$ cat src/rtl/stg1if_pkg.sv
// Shared types and widths for the instruction-fetch stage.
// Fetch-control states and the PC advance helper live here.
package stg1if_pkg;

  localparam int ADDR_W = 16;
  localparam int DATA_W = 32;

  typedef enum logic [1:0] {
    S_IDLE  = 2'd0,
    S_FETCH = 2'd1,
    S_HOLD  = 2'd2,
    S_DROP  = 2'd3
  } state_t;

  // Unsigned advance that wraps modulo 2^ADDR_W with no overflow flag.
  function automatic logic [ADDR_W-1:0] pc_step(input logic [ADDR_W-1:0] pc,
                                                input logic [ADDR_W-1:0] step);
    return pc + step;
  endfunction

endpackage

$ cat src/rtl/stg1if_if.sv
// Bundle of fetch-stage signals: instruction-memory req/ack port,
// downstream stall/redirect controls and the registered outputs to decode.
interface stg1if_if;
  import stg1if_pkg::*;

  logic              iw_stall;
  logic              iw_redirect;
  logic [ADDR_W-1:0] iw_redirect_pc;
  logic              ow_imem_req;
  logic [ADDR_W-1:0] ow_imem_addr;
  logic              iw_imem_ack;
  logic [DATA_W-1:0] iw_imem_data;
  logic [ADDR_W-1:0] ow_pc;
  logic [DATA_W-1:0] ow_instr;
  logic              ow_valid;

  modport master (
    input  iw_stall, iw_redirect, iw_redirect_pc, iw_imem_ack, iw_imem_data,
    output ow_imem_req, ow_imem_addr, ow_pc, ow_instr, ow_valid
  );

  modport slave (
    output iw_stall, iw_redirect, iw_redirect_pc, iw_imem_ack, iw_imem_data,
    input  ow_imem_req, ow_imem_addr, ow_pc, ow_instr, ow_valid
  );

endinterface

$ cat src/rtl/stg1if.sv
// Instruction-fetch stage: owns the PC, issues one word fetch at a time,
// buffers a word across downstream stalls and squashes fetches on redirect.
module stg1if
  import stg1if_pkg::*;
#(
  parameter logic [ADDR_W-1:0] RESET_PC  = '0,
  parameter logic [ADDR_W-1:0] ADDR_STEP = ADDR_W'(1),
  parameter logic [DATA_W-1:0] NOP_INSTR = '0
) (
  input logic       iw_clk,
  input logic       iw_rst,
  stg1if_if.master  bus
);

  state_t            state, state_nx;
  logic [ADDR_W-1:0] r_pc, pc_nx;
  logic [ADDR_W-1:0] r_drop_addr, drop_nx;
  logic [ADDR_W-1:0] r_hold_pc, hold_pc_nx;
  logic [DATA_W-1:0] r_hold_instr, hold_instr_nx;
  logic [ADDR_W-1:0] out_pc, out_pc_nx;
  logic [DATA_W-1:0] out_instr, out_instr_nx;
  logic              out_valid, out_valid_nx;

  always_ff @(posedge iw_clk or posedge iw_rst) begin
    if (iw_rst) begin
      state        <= S_IDLE;
      r_pc         <= RESET_PC;
      r_drop_addr  <= '0;
      r_hold_pc    <= '0;
      r_hold_instr <= '0;
      out_pc       <= '0;
      out_instr    <= NOP_INSTR;
      out_valid    <= 1'b0;
    end else begin
      state        <= state_nx;
      r_pc         <= pc_nx;
      r_drop_addr  <= drop_nx;
      r_hold_pc    <= hold_pc_nx;
      r_hold_instr <= hold_instr_nx;
      out_pc       <= out_pc_nx;
      out_instr    <= out_instr_nx;
      out_valid    <= out_valid_nx;
    end
  end

  always_comb begin
    state_nx      = state;
    pc_nx         = r_pc;
    drop_nx       = r_drop_addr;
    hold_pc_nx    = r_hold_pc;
    hold_instr_nx = r_hold_instr;
    out_pc_nx     = out_pc;
    out_instr_nx  = out_instr;
    out_valid_nx  = out_valid;

    unique case (state)
      S_IDLE: state_nx = S_FETCH;

      S_FETCH: begin
        if (bus.iw_redirect) begin
          // Redirect wins over stall: the wrong-path slot must become a bubble.
          pc_nx        = bus.iw_redirect_pc;
          out_valid_nx = 1'b0;
          out_instr_nx = NOP_INSTR;
          if (!bus.iw_imem_ack) begin
            drop_nx  = r_pc;
            state_nx = S_DROP;
          end
        end else if (bus.iw_imem_ack && !bus.iw_stall) begin
          out_pc_nx    = r_pc;
          out_instr_nx = bus.iw_imem_data;
          out_valid_nx = 1'b1;
          pc_nx        = pc_step(r_pc, ADDR_STEP);
        end else if (bus.iw_imem_ack) begin
          hold_pc_nx    = r_pc;
          hold_instr_nx = bus.iw_imem_data;
          state_nx      = S_HOLD;
        end else if (!bus.iw_stall) begin
          out_valid_nx = 1'b0;
          out_instr_nx = NOP_INSTR;
        end
      end

      S_HOLD: begin
        if (bus.iw_redirect) begin
          pc_nx        = bus.iw_redirect_pc;
          out_valid_nx = 1'b0;
          out_instr_nx = NOP_INSTR;
          state_nx     = S_FETCH;
        end else if (!bus.iw_stall) begin
          out_pc_nx    = r_hold_pc;
          out_instr_nx = r_hold_instr;
          out_valid_nx = 1'b1;
          pc_nx        = pc_step(r_pc, ADDR_STEP);
          state_nx     = S_FETCH;
        end
      end

      S_DROP: begin
        // The squashed request stays on the bus until memory acks it.
        if (bus.iw_redirect) pc_nx = bus.iw_redirect_pc;
        if (bus.iw_imem_ack) state_nx = S_FETCH;
        if (!bus.iw_stall) begin
          out_valid_nx = 1'b0;
          out_instr_nx = NOP_INSTR;
        end
      end

      default: state_nx = S_IDLE;
    endcase
  end

  assign bus.ow_imem_req  = (state == S_FETCH) || (state == S_DROP);
  assign bus.ow_imem_addr = (state == S_DROP) ? r_drop_addr : r_pc;
  assign bus.ow_pc        = out_pc;
  assign bus.ow_instr     = out_instr;
  assign bus.ow_valid     = out_valid;

endmodule
$ cat src/flat_wrapper.sv
// flat-port wrapper written by rule: the top's interface ports become plain ports
module stg1if_flat import stg1if_pkg::*;
#(
  parameter logic [ADDR_W-1:0] RESET_PC  = '0,
  parameter logic [ADDR_W-1:0] ADDR_STEP = ADDR_W'(1),
  parameter logic [DATA_W-1:0] NOP_INSTR = '0
)
  (iw_clk, iw_rst, bus_iw_stall, bus_iw_redirect, bus_iw_redirect_pc, bus_iw_imem_ack, bus_iw_imem_data, bus_ow_imem_req, bus_ow_imem_addr, bus_ow_pc, bus_ow_instr, bus_ow_valid);
  stg1if_if bus_i ();
  input logic iw_clk;
  input logic iw_rst;
  input wire logic [$bits(bus_i.iw_stall)-1:0] bus_iw_stall;
  input wire logic [$bits(bus_i.iw_redirect)-1:0] bus_iw_redirect;
  input wire logic [$bits(bus_i.iw_redirect_pc)-1:0] bus_iw_redirect_pc;
  input wire logic [$bits(bus_i.iw_imem_ack)-1:0] bus_iw_imem_ack;
  input wire logic [$bits(bus_i.iw_imem_data)-1:0] bus_iw_imem_data;
  output wire logic [$bits(bus_i.ow_imem_req)-1:0] bus_ow_imem_req;
  output wire logic [$bits(bus_i.ow_imem_addr)-1:0] bus_ow_imem_addr;
  output wire logic [$bits(bus_i.ow_pc)-1:0] bus_ow_pc;
  output wire logic [$bits(bus_i.ow_instr)-1:0] bus_ow_instr;
  output wire logic [$bits(bus_i.ow_valid)-1:0] bus_ow_valid;
  assign bus_i.iw_stall = bus_iw_stall;
  assign bus_i.iw_redirect = bus_iw_redirect;
  assign bus_i.iw_redirect_pc = bus_iw_redirect_pc;
  assign bus_i.iw_imem_ack = bus_iw_imem_ack;
  assign bus_i.iw_imem_data = bus_iw_imem_data;
  assign bus_ow_imem_req = bus_i.ow_imem_req;
  assign bus_ow_imem_addr = bus_i.ow_imem_addr;
  assign bus_ow_pc = bus_i.ow_pc;
  assign bus_ow_instr = bus_i.ow_instr;
  assign bus_ow_valid = bus_i.ow_valid;
  stg1if #(.RESET_PC(RESET_PC), .ADDR_STEP(ADDR_STEP), .NOP_INSTR(NOP_INSTR)) u_core (.iw_clk(iw_clk), .iw_rst(iw_rst), .bus(bus_i));
endmodule
$ cat config.mk
export PLATFORM = sky130hd
export DESIGN_NAME = stg1if_flat
export DESIGN_NICKNAME = d
export VERILOG_FILES = /design/src/rtl/stg1if_pkg.sv /design/src/rtl/stg1if_if.sv /design/src/rtl/stg1if.sv /design/src/flat_wrapper.sv
export SDC_FILE = /design/constraint.sdc
export NUM_CORES = 1
export LEC_CHECK = 0
export ABC_CLOCK_PERIOD_IN_PS = 6100
export CORE_ASPECT_RATIO = 0.75
export CORE_MARGIN = 5
export CORE_UTILIZATION = 45
export DETAILED_ROUTE_END_ITERATION = 7
export PLACE_DENSITY = 0.71
export SLEW_MARGIN = 20
export SYNTH_ARGS = -nofsm -noshare
export SYNTH_HDL_FRONTEND = slang
export SYNTH_SLANG_ARGS = --single-unit
$ cat constraint.sdc
create_clock -name iw_clk -period 6.1 [get_ports iw_clk]
set_clock_uncertainty 0.15 [all_clocks]
set_input_delay 1.83 -clock iw_clk [delete_from_list [all_inputs] [get_ports iw_clk]]
set_output_delay 1.83 -clock iw_clk [all_outputs]
set_load 0.03 [all_outputs]
* After elaboration in Yosys (flattened, before gate mapping)
Index checks and enable logic that the tools add are counted.
** Word-level totals
- Register bits after elaboration :: 131
- Bits in latches :: 0
- RAM bits :: 0
- ROM bits :: 0
- Input port bits :: 53
- Output and inout bits :: 66
- Logic and storage cells :: 73
- Memories :: 0
** Operators by class
- Add/sub/neg operators :: 1
- $mul :: 0
- Divide/modulo/power cells :: 0
- Order comparisons :: 0
- Equal/unequal tests :: 15
- Shift-type cells :: 0
- Mux-type cells :: 34
- Bitwise gates (word level) :: 3
- Reductions and logical operators :: 12
** Operator list (number)
- $mux W32 :: 6
- $mux W16 :: 10
- $pmux W32 S3 :: 1
- $pmux W16 S3 :: 1
- $pmux W16 S2 :: 1
- $add A16 B1 Y16 const B :: 1
- $mux W2 :: 7
- $ne A3 B3 Y1 const B :: 4
- $ne A2 B2 Y1 const B :: 5
- $reduce_and A5 Y1 :: 2
- $pmux W2 S4 :: 1
- $reduce_and A4 Y1 :: 2
- $mux W1 :: 6
- $reduce_and A3 Y1 :: 2
- $eq A2 B2 Y1 const B :: 2
- $ne A4 B3 Y1 const B :: 1
- $ne A3 B2 Y1 const B :: 1
- $not A1 Y1 :: 3
- $pmux W1 S3 :: 1
- $reduce_bool A3 Y1 :: 1
- $eq A2 B1 Y1 const B :: 1
- $logic_not A2 Y1 :: 1
- $ne A2 B1 Y1 const B :: 1
- $reduce_bool A2 Y1 :: 1
- 3 further kinds :: 3

* Logic depth before layout (Yosys ltp)
Gate-level depths: netlist of the first run.
- Depth in word-level cells :: 5
- Depth in mapped cells :: 7
- Mapped depth without buffers :: 5

* Least setup slack after synthesis of the first run
Ideal clock, no wire load.
- Kind :: flip-flop to output port
- Start point :: reg u_core.state[1]
- End point :: out bus_ow_imem_addr[10]
- Data arrival time :: 1385 ps
- Data required time :: 4120 ps
- Path slack :: 2735 ps
- Stages on the path, launching flop included :: 5
- Path buffers :: 2
- Cells stage by stage :: dfrtp_1 -> buf_2 -> nand2_1 -> buf_2 -> mux2_2
** On the way
- Longest elaborated chain between the ends :: 2
** Ends and longest elaborated chain
- from (decl) :: RTL line stg1if.sv:15 : state_t state, state_nx;
- from (signal assigned) :: RTL line stg1if.sv:35 : state <= state_nx;
- $eq A2 B2 Y1 :: RTL line stg1if.sv:114 : assign bus.ow_imem_addr = (state == S_DROP) ? r_drop_addr : r_pc;
- $mux W16 :: RTL line stg1if.sv:114
- to (decl) :: RTL line flat_wrapper.sv:18 : output wire logic [$bits(bus_i.ow_imem_addr)-1:0] bus_ow_imem_addr;
No other way between the ends.

* Worst setup path after layout of the first run
- Start point :: reg u_core.state[1]
- End point :: out bus_ow_imem_addr[15]
The elaborated chain is that of the path after synthesis.

==> results by group, run 1 <==
Detailed routing
  – Residual DRC: 0
  – Vias post-DR: 4,421
  – Final wirelength: 14.4 mm
  – Wirelength per Cell: about 18 µm
  – Final antenna-violating net count: 0
  – Vias per cell: 5.51
  – Iteration-0 DRC Markers: between 200 and 250
  – TritonRoute pass-1 iters: 5

Synth
  – FF+latch count, synth: 131
  – Synthesized area: ~6000 µm²
  – Post-synth ARST share: between 90% and 100%
  – Synth warn: 0
  – Post-synth EDFFs: 0
  – Synth Area in Simple Gates: around 8.6%
  – Prevailing post-synth register cell: dfrtp_1
  – Post-Synthesis Cells: approximately 520
  – Post-Synth Adder-Cell Area: less than 1%
  – Syn Nets: around 580
  – Post-Synth XOR/XNOR Area: 0%
  – Yosys cell types: 45
  – Main combinational cell family by area after synthesis: multiplexers
  – Post-synthesis mux area share: between 10% and 20%
  – Syn Area/Cell: around 11 µm²
  – Synth Area in Compound Gates: approximately 14%
  – Sequential area share after synthesis: 54.9%

Place
  – Post-detail-place hpwl: 9.80 mm
  – Input/output buffers: 118
  – GP Congestion: around 0.90

Worst setup path
  – Crit-path max FO: 16
  – WP data required: just over 4 ns
  – Critical Path AT: roughly 2.6 ns
  – CP endpoint kind: output port
  – Worst setup SP type: register
  – CP startpoint: u_core.state[1]
  – Worst r2r dst: u_core.r_pc[13]
  – Kind of critical path: reg2out
  – Critical Path Sink: bus_ow_imem_addr[15]
  – Critical Path Max Stage Delay: 0.67 ns
  – Reg-to-reg setup timing slack: between 3 and 4 ns
  – Origin of the critical flop-to-flop path: u_core.state[0]
  – CP Cell Sequence: nand2_1 > mux2_2 > clkdlybuf4s50_1
  – Critical path's slowest cell: clkdlybuf4s50_1
  – Worst R2R Path Depth: 4

Finish
  – N_diodes: 0
  – Fill cells: 1,024
  – Final core utilization: between 60% and 70%
  – Fin nets: a little under 700
  – Area Growth Syn to Fin: 31.5%
  – Layout cells sized above 1: between 20% and 30%

Clock network
  – Cts bufs inserted: 17
  – Clock transition at the registers of the reported paths: around 0.05 ns
  – Setup Fix Bufs, Post-CTS: 0
  – Clock tree buffer depth: 2
  – Worst skew pair latency: roughly 0.40 ns
  – Hold-fix buffer count after cts: 0
  – Num Clock Sinks: 131
  – TritonCTS clock tree: done
  – Post-cts resize count: 0
  – Clk root buf: clkbuf_16
  – H-tree Lvls: 4

Timing
  – Final setup violation count: 0
  – RSZ-0062 raised after global routing: false
  – Slew of the pin with the lowest slew margin: 0.834 ns
  – Setup TNS: 0 ns
  – Final-report max-slew violation count: 0
  – Final hold violation count: 0
  – Min cycle time layout: 4.56 ns
  – Final Cycle Share: 74.8%
  – Fmax: 219 MHz
  – Slew margin rel.: 44.4%

Global routing
  – Vias in the first global route: roughly 4,500
  – Total track usage: between 10% and 20%
  – Gr ovfl total: 0
  – Initial antenna violation count: 0
  – First-pass GRT wire length: around 24 mm
  – Pin count of the biggest net entering global routing: 80

Floorplan
  – DIE WIDTH: between 100 and 150 µm
  – Die area: about 16,000 µm²
  – FP Rows: 36
  – Core ar.: between 10,000 and 15,000 µm²
  – Die Y: approximately 110 µm
  – # IOs: ~120
  – Initial Util: between 40% and 50%

Power and ir drop
  – Leakage: 0.00328 µW
  – VDD IR max: 0.257 mV
  – Pwr Density: approximately 400 nW/µm²

Worst hold path
  – Hold Path Class: reg2reg

Outcome
  – Status: finished, final reports clean

Flow run
  – Maxcap violations: 0
-- kinds of logic (layout without fill, tap and decap cells) --
family                     Yosys count  after routing
AOI/OAI and AO/OA                  136            136
and+or+nand+nor                    109            109
buffers and inverters               48            157
muxes                               98             98
adders and majority gates            1              1
DFF                                131            131
-- worst min-delay path by stage --
stage / start / endpoint / slack [ns] / depth (start not counted)
after detailed placement: u_core.bus.ow_instr[15] / u_core.bus.ow_instr[15] / 0.32 / 2
after floorplan: u_core.r_drop_addr[10] / u_core.r_drop_addr[10] / 0.33 / 1
after CTS: u_core.bus.ow_instr[15] / u_core.bus.ow_instr[15] / 0.33 / 2
after global routing: u_core.bus.ow_instr[15] / u_core.bus.ow_instr[15] / 0.34 / 2
final: u_core.bus.ow_pc[1] / u_core.bus.ow_pc[1] / 0.33 / 2
after global placement: u_core.bus.ow_valid / u_core.bus.ow_valid / 0.31 / 2
-- cells in the mapped netlist, types with 2 or more instances --
cell type | n | area share, %
nor2b_1 | 2 | 0.21
and3_1 | 3 | 0.31
o31ai_1 | 2 | 0.25
buf_2 | 31 | 2.6
o22ai_1 | 5 | 0.52
a22oi_1 | 32 | 4.0
nand3_1 | 9 | 0.75
and4_1 | 2 | 0.29
nand4_1 | 3 | 0.31
o21ai_0 | 47 | 3.9
o21ai_1 | 13 | 1.1
a211o_1 | 2 | 0.29
dfrtp_1 | 131 | 55
buf_4 | 4 | 0.50
nor4_1 | 2 | 0.21
mux2_2 | 80 | 15
and2_1 | 2 | 0.21
a311oi_1 | 2 | 0.29
clkbuf_1 | 10 | 0.63
nor2_1 | 10 | 0.63
nand2b_1 | 3 | 0.31
inv_1 | 2 | 0.13
nand2_1 | 61 | 3.8
a2bb2oi_1 | 3 | 0.44
a21o_1 | 3 | 0.38
a211oi_1 | 2 | 0.25
a21oi_1 | 17 | 1.4
nor3_1 | 6 | 0.50
mux2i_1 | 18 | 3.0
-- final cells by class --
| type | instances | area (µm²) | share of cell area (%) |
|---|---|---|---|
| Multi-Input combinational cell | 344 | 2490 | 31.8 |
| Inverter | 2 | 12.5 | 0.159 |
| Tap cell | 171 | 214 | 2.72 |
| Clock inverter | 12 | 153 | 1.94 |
| Clock buffer | 20 | 467 | 5.94 |
| Sequential cell | 131 | 3280 | 41.7 |
| Timing Repair Buffer | 123 | 1240 | 15.8 |
-- placed cells by master (no fill, tap or decap), types with 2 or more instances in the layout --
cell type	synthesis	layout
o31ai_1	2	2
a311oi_1	2	2
and2_1	2	2
and4_1	2	2
buf_4	4	3
o22ai_1	5	5
a22oi_1	32	32
nand3_1	9	9
a211oi_1	2	2
o21ai_1	13	13
clkbuf_16	0	17
clkinvlp_4	0	4
clkbuf_8	0	3
nand2_1	61	61
a21oi_1	17	17
nand2b_1	3	2
a21o_1	3	2
nand4_1	3	3
nor3_1	6	6
clkdlybuf4s50_1	0	118
nor4_1	2	2
mux2i_1	18	18
nor2_1	10	8
inv_6	0	3
clkinv_2	0	3
and3_1	3	3
nor2b_1	2	2
o21ai_0	47	46
dfrtp_1	131	131
mux2_2	80	80
a2bb2oi_1	3	3
bufinv_16	0	3
-- layer usage --
| layer | vias to the layer above | global-route usage, % | routed length (µm) |
|---|---|---|---|
| met5 | - | 0 | 0 |
| met4 | 0 | 6.11 | 120 |
| met3 | 12 | 4.57 | 745 |
| met2 | 139 | 29.3 | 6800 |
| met1 | 2185 | 27.1 | 6710 |
| li1 | 2085 | - | - |
-- where the power goes --
group / internal (µW) / switching [µW] / leakage, µW
Combinational: 397 / 409 / 0.00138
Clock: 676 / 375 / 0.000295
Sequential: 1100 / 176 / 0.00161
-- registers in the layout (all words and copies together), names as in the netlist --
name / flops
u_core.bus.ow_valid: 1
u_core.bus.ow_instr: 32
u_core.r_hold_instr: 32
u_core.r_pc: 16
u_core.r_hold_pc: 16
u_core.state: 2
u_core.bus.ow_pc: 16
u_core.r_drop_addr: 16
-- stage by stage --
stage / area, µm² / instances / setup WS (ns) / hold WS (ns) / power [µW]
CTS: 7840 / 803 / 1.54 / 0.334 / 3150
floorplan: 5970 / 523 / 0.622 / 0.327 / 1770
detailed placement: 7220 / 771 / 1.63 / 0.321 / 2090
global placement: 7210 / 770 / 1.70 / 0.311 / 2060
finish: 7860 / 803 / 1.54 / 0.328 / 3130
global route: 7860 / 803 / 1.39 / 0.343 / 3290
-- critical path: cells and delay by family, from the launching register on --
family,cells,cell delay (ns)
simple gates,1,0.54
buf+inv,1,0.67
flops,1,0.55
mux,1,0.42
(Power assumes the default switching activity.)
==> inputs of run 2 (changes only) <==
--- a/config.mk
+++ b/config.mk
@@ -5,12 +5,12 @@
 export SDC_FILE = /design/constraint.sdc
 export NUM_CORES = 1
 export LEC_CHECK = 0
-export ABC_CLOCK_PERIOD_IN_PS = 6100
+export ABC_CLOCK_PERIOD_IN_PS = 4000
 export CORE_ASPECT_RATIO = 0.75
 export CORE_MARGIN = 5
 export CORE_UTILIZATION = 45
 export DETAILED_ROUTE_END_ITERATION = 7
-export PLACE_DENSITY = 0.71
+export PLACE_DENSITY = 0.74
 export SLEW_MARGIN = 20
 export SYNTH_ARGS = -nofsm -noshare
 export SYNTH_HDL_FRONTEND = slang
==> constraint.sdc (replaced) <==
create_clock -name iw_clk -period 4 [get_ports iw_clk]
set_clock_uncertainty 0.15 [all_clocks]
set_input_delay 1.2 -clock iw_clk [delete_from_list [all_inputs] [get_ports iw_clk]]
set_output_delay 1.2 -clock iw_clk [all_outputs]
set_load 0.03 [all_outputs]
==> results by group, run 2 (synthesis gave the netlist of run 1 again) <==
Power and ir drop
  – Net Sw Power: 1460 µW
  – Sw Ratio: a little under a third
  – Pwr Density: between 600 and 700 nW/µm²
  – PnR Total Power: around 4800 µW
  – VDD IR max: about 0.38 mV
  – Sequential share of power: between 40% and 50%
  – Clk pwr share: approximately a third
  – Leakage: 0.00333 µW
  – P_int: roughly 3300 µW
  – Combinational group share of total power: 26.2%

Flow run
  – Maxcap violations: 0

Global routing
  – GR peak layer: met2
  – First-pass GRT wire length: about 24 mm
  – GR Util met1: 27.1%
  – Initial antenna violation count: 0
  – Met3 usage: between 4 and 5%
  – Pin count of the biggest net entering global routing: between 50 and 60
  – GR Layer Usage met2: 31.6%
  – Total track usage: between 10% and 20%
  – Vias in the first global route: 4,680
  – Gr ovfl total: 0

Clock network
  – Hold-fix buffer count after cts: 0
  – Clk root buf: clkbuf_16
  – H-tree Lvls: 4
  – Num Clock Sinks: between 100 and 150
  – TritonCTS clock tree: done
  – Clock transition at the registers of the reported paths: 0.05 ns
  – Clock tree buffer depth: 2
  – Worst skew pair latency: 0.41 ns
  – Cts bufs inserted: 17
  – Setup Fix Bufs, Post-CTS: 0
  – Post-cts resize count: 0

Detailed routing
  – Vias per cell: roughly 5.6
  – TritonRoute pass-1 iters: 5
  – Final antenna-violating net count: 0
  – Vias post-DR: approximately 4,500
  – Wirelength per Cell: between 15 and 20 µm
  – Final wirelength: roughly 15 mm
  – Residual DRC: 0
  – Iteration-0 DRC Markers: ~240

Finish
  – Commonest non-fill, non-tap cell in the layout: dfrtp_1
  – N_diodes: 0
  – Fin nets: slightly below 700
  – Fin cells: 810
  – Most frequent cells in the layout: 131 x dfrtp_1, 118 x clkdlybuf4s50_1, 80 x mux2_2
  – Area Growth Syn to Fin: 32.3%
  – Layout cells sized above 1: between 20% and 30%

Timing
  – RSZ-0062 raised after global routing: false
  – Setup TNS: 0 ns
  – Slew of the pin with the lowest slew margin: just over 0.7 ns
  – Slew margin rel.: between 50 and 60%
  – Final Cycle Share: slightly above 90%
  – Setup ws final: 0.375 ns
  – Min cycle time layout: ~3.6 ns
  – Hold slack: between 0.3 and 0.4 ns
  – Final setup violation count: 0
  – Fmax: about 280 MHz
  – Final-report max-slew violation count: 0
  – Final hold violation count: 0

Worst hold path
  – Hold Path Class: reg2reg

Floorplan
  – DIE WIDTH: about 140 µm
  – Core ar.: 13,000 µm²
  – # IOs: ~120
  – FP Rows: 36
  – Die Y: 110 µm
  – Initial Util: between 40% and 50%
  – Die area: about 16,000 µm²

Worst setup path
  – Crit-path max FO: 16
  – WP data required: 2.65 ns
  – Critical Path AT: roughly 2.3 ns
  – CP endpoint kind: output port
  – Kind of critical path: reg2out
  – Worst setup SP type: register

Place
  – Place WS: roughly 0.29 ns
  – Placed Cells: roughly 800
  – Input/output buffers: between 100 and 150
  – Post-detail-place hpwl: ~10 mm
  – GP Congestion: around 0.90

Outcome
  – Status: finished, final reports clean
[run 2: cell count changes in the layout (fill, tap and decap cells not counted)]
cell	previous run	this run
nand2b_2	1	0
nand2b_1	2	3
clkbuf_1	0	1
clkinv_2	3	5
buf_12	1	2
a211o_2	1	0
buf_4	3	10
a21o_2	1	0
clkinvlp_4	4	2
clkinv_4	0	1
a21o_1	2	3
a211o_1	1	2
inv_6	3	0
[run 2: path summary, 6_finish.rpt]
| kind | from | endpoint | slack (ns) | depth (start not counted) |
|---|---|---|---|---|
| setup / recovery | u_core.state[1] | bus_ow_imem_addr[15] | 0.38 | 4 |
| hold / removal | u_core.bus.ow_instr[25] | u_core.bus.ow_instr[25] | 0.33 | 2 |
| setup reg to reg | u_core.state[0] | u_core.bus.ow_instr[4] | 1.90 | 6 |
| hold reg to reg | u_core.bus.ow_instr[25] | u_core.bus.ow_instr[25] | 0.33 | 2 |
| max in group asynchronous | iw_rst | u_core.state[1] | 1.86 | 3 |
| min in group asynchronous | iw_rst | u_core.bus.ow_pc[1] | 1.11 | 2 |
[run 2: cell type report]
type / count / area [µm²]
fillers: 992 / 5110
flip-flops and latches: 131 / 3280
multi-input cells: 344 / 2490
repair buffers: 131 / 1310
clock buffers: 21 / 470
well taps: 171 / 214
clock inverters: 10 / 131
inverters: 2 / 11.3
[run 2: worst max-delay path, stage by stage, from the launching register on]
cell and delay (ns):
dfrtp_1 0.49, nand2_1 0.12, buf_4 0.26, mux2_2 0.40, clkdlybuf4s50_1 0.60
[run 2: power by group through the flow]
stage	Clock (µW)	Sequential [µW]	Combinational [µW]
after floorplan	0	1980	723
after global placement	0	1930	1210
after detailed placement	0	1960	1240
after CTS	1600	1950	1260
after global routing	1650	1990	1340
final	1570	1950	1250
[run 2: through the flow]
step / area, µm² / utilization (%)
after CTS: 7880 / 60.6
final: 7910 / 60.7
after detailed placement: 7280 / 55.9
after floorplan: 5980 / -
after global placement: 7280 / 55.9
after global routing: 7910 / 60.7
[run 2: routing by layer]
layer  wire, µm  vias up  share of wire, %
met5          0        -                 0
met4        216        0               1.4
met3        813       18               5.4
met2       7150      154                48
met1       6850     2251                46
li1           -     2098                 -
==> inputs of run 3 (changes only) <==
--- a/config.mk
+++ b/config.mk
@@ -11,6 +11,7 @@
 export CORE_UTILIZATION = 45
 export DETAILED_ROUTE_END_ITERATION = 7
 export PLACE_DENSITY = 0.74
+export SKIP_CTS_REPAIR_TIMING = 1
 export SLEW_MARGIN = 20
 export SYNTH_ARGS = -nofsm -noshare
 export SYNTH_HDL_FRONTEND = slang
==> results of run 3 <==
Same layout as run 2: the final DEF is identical, and so are final timing and power.
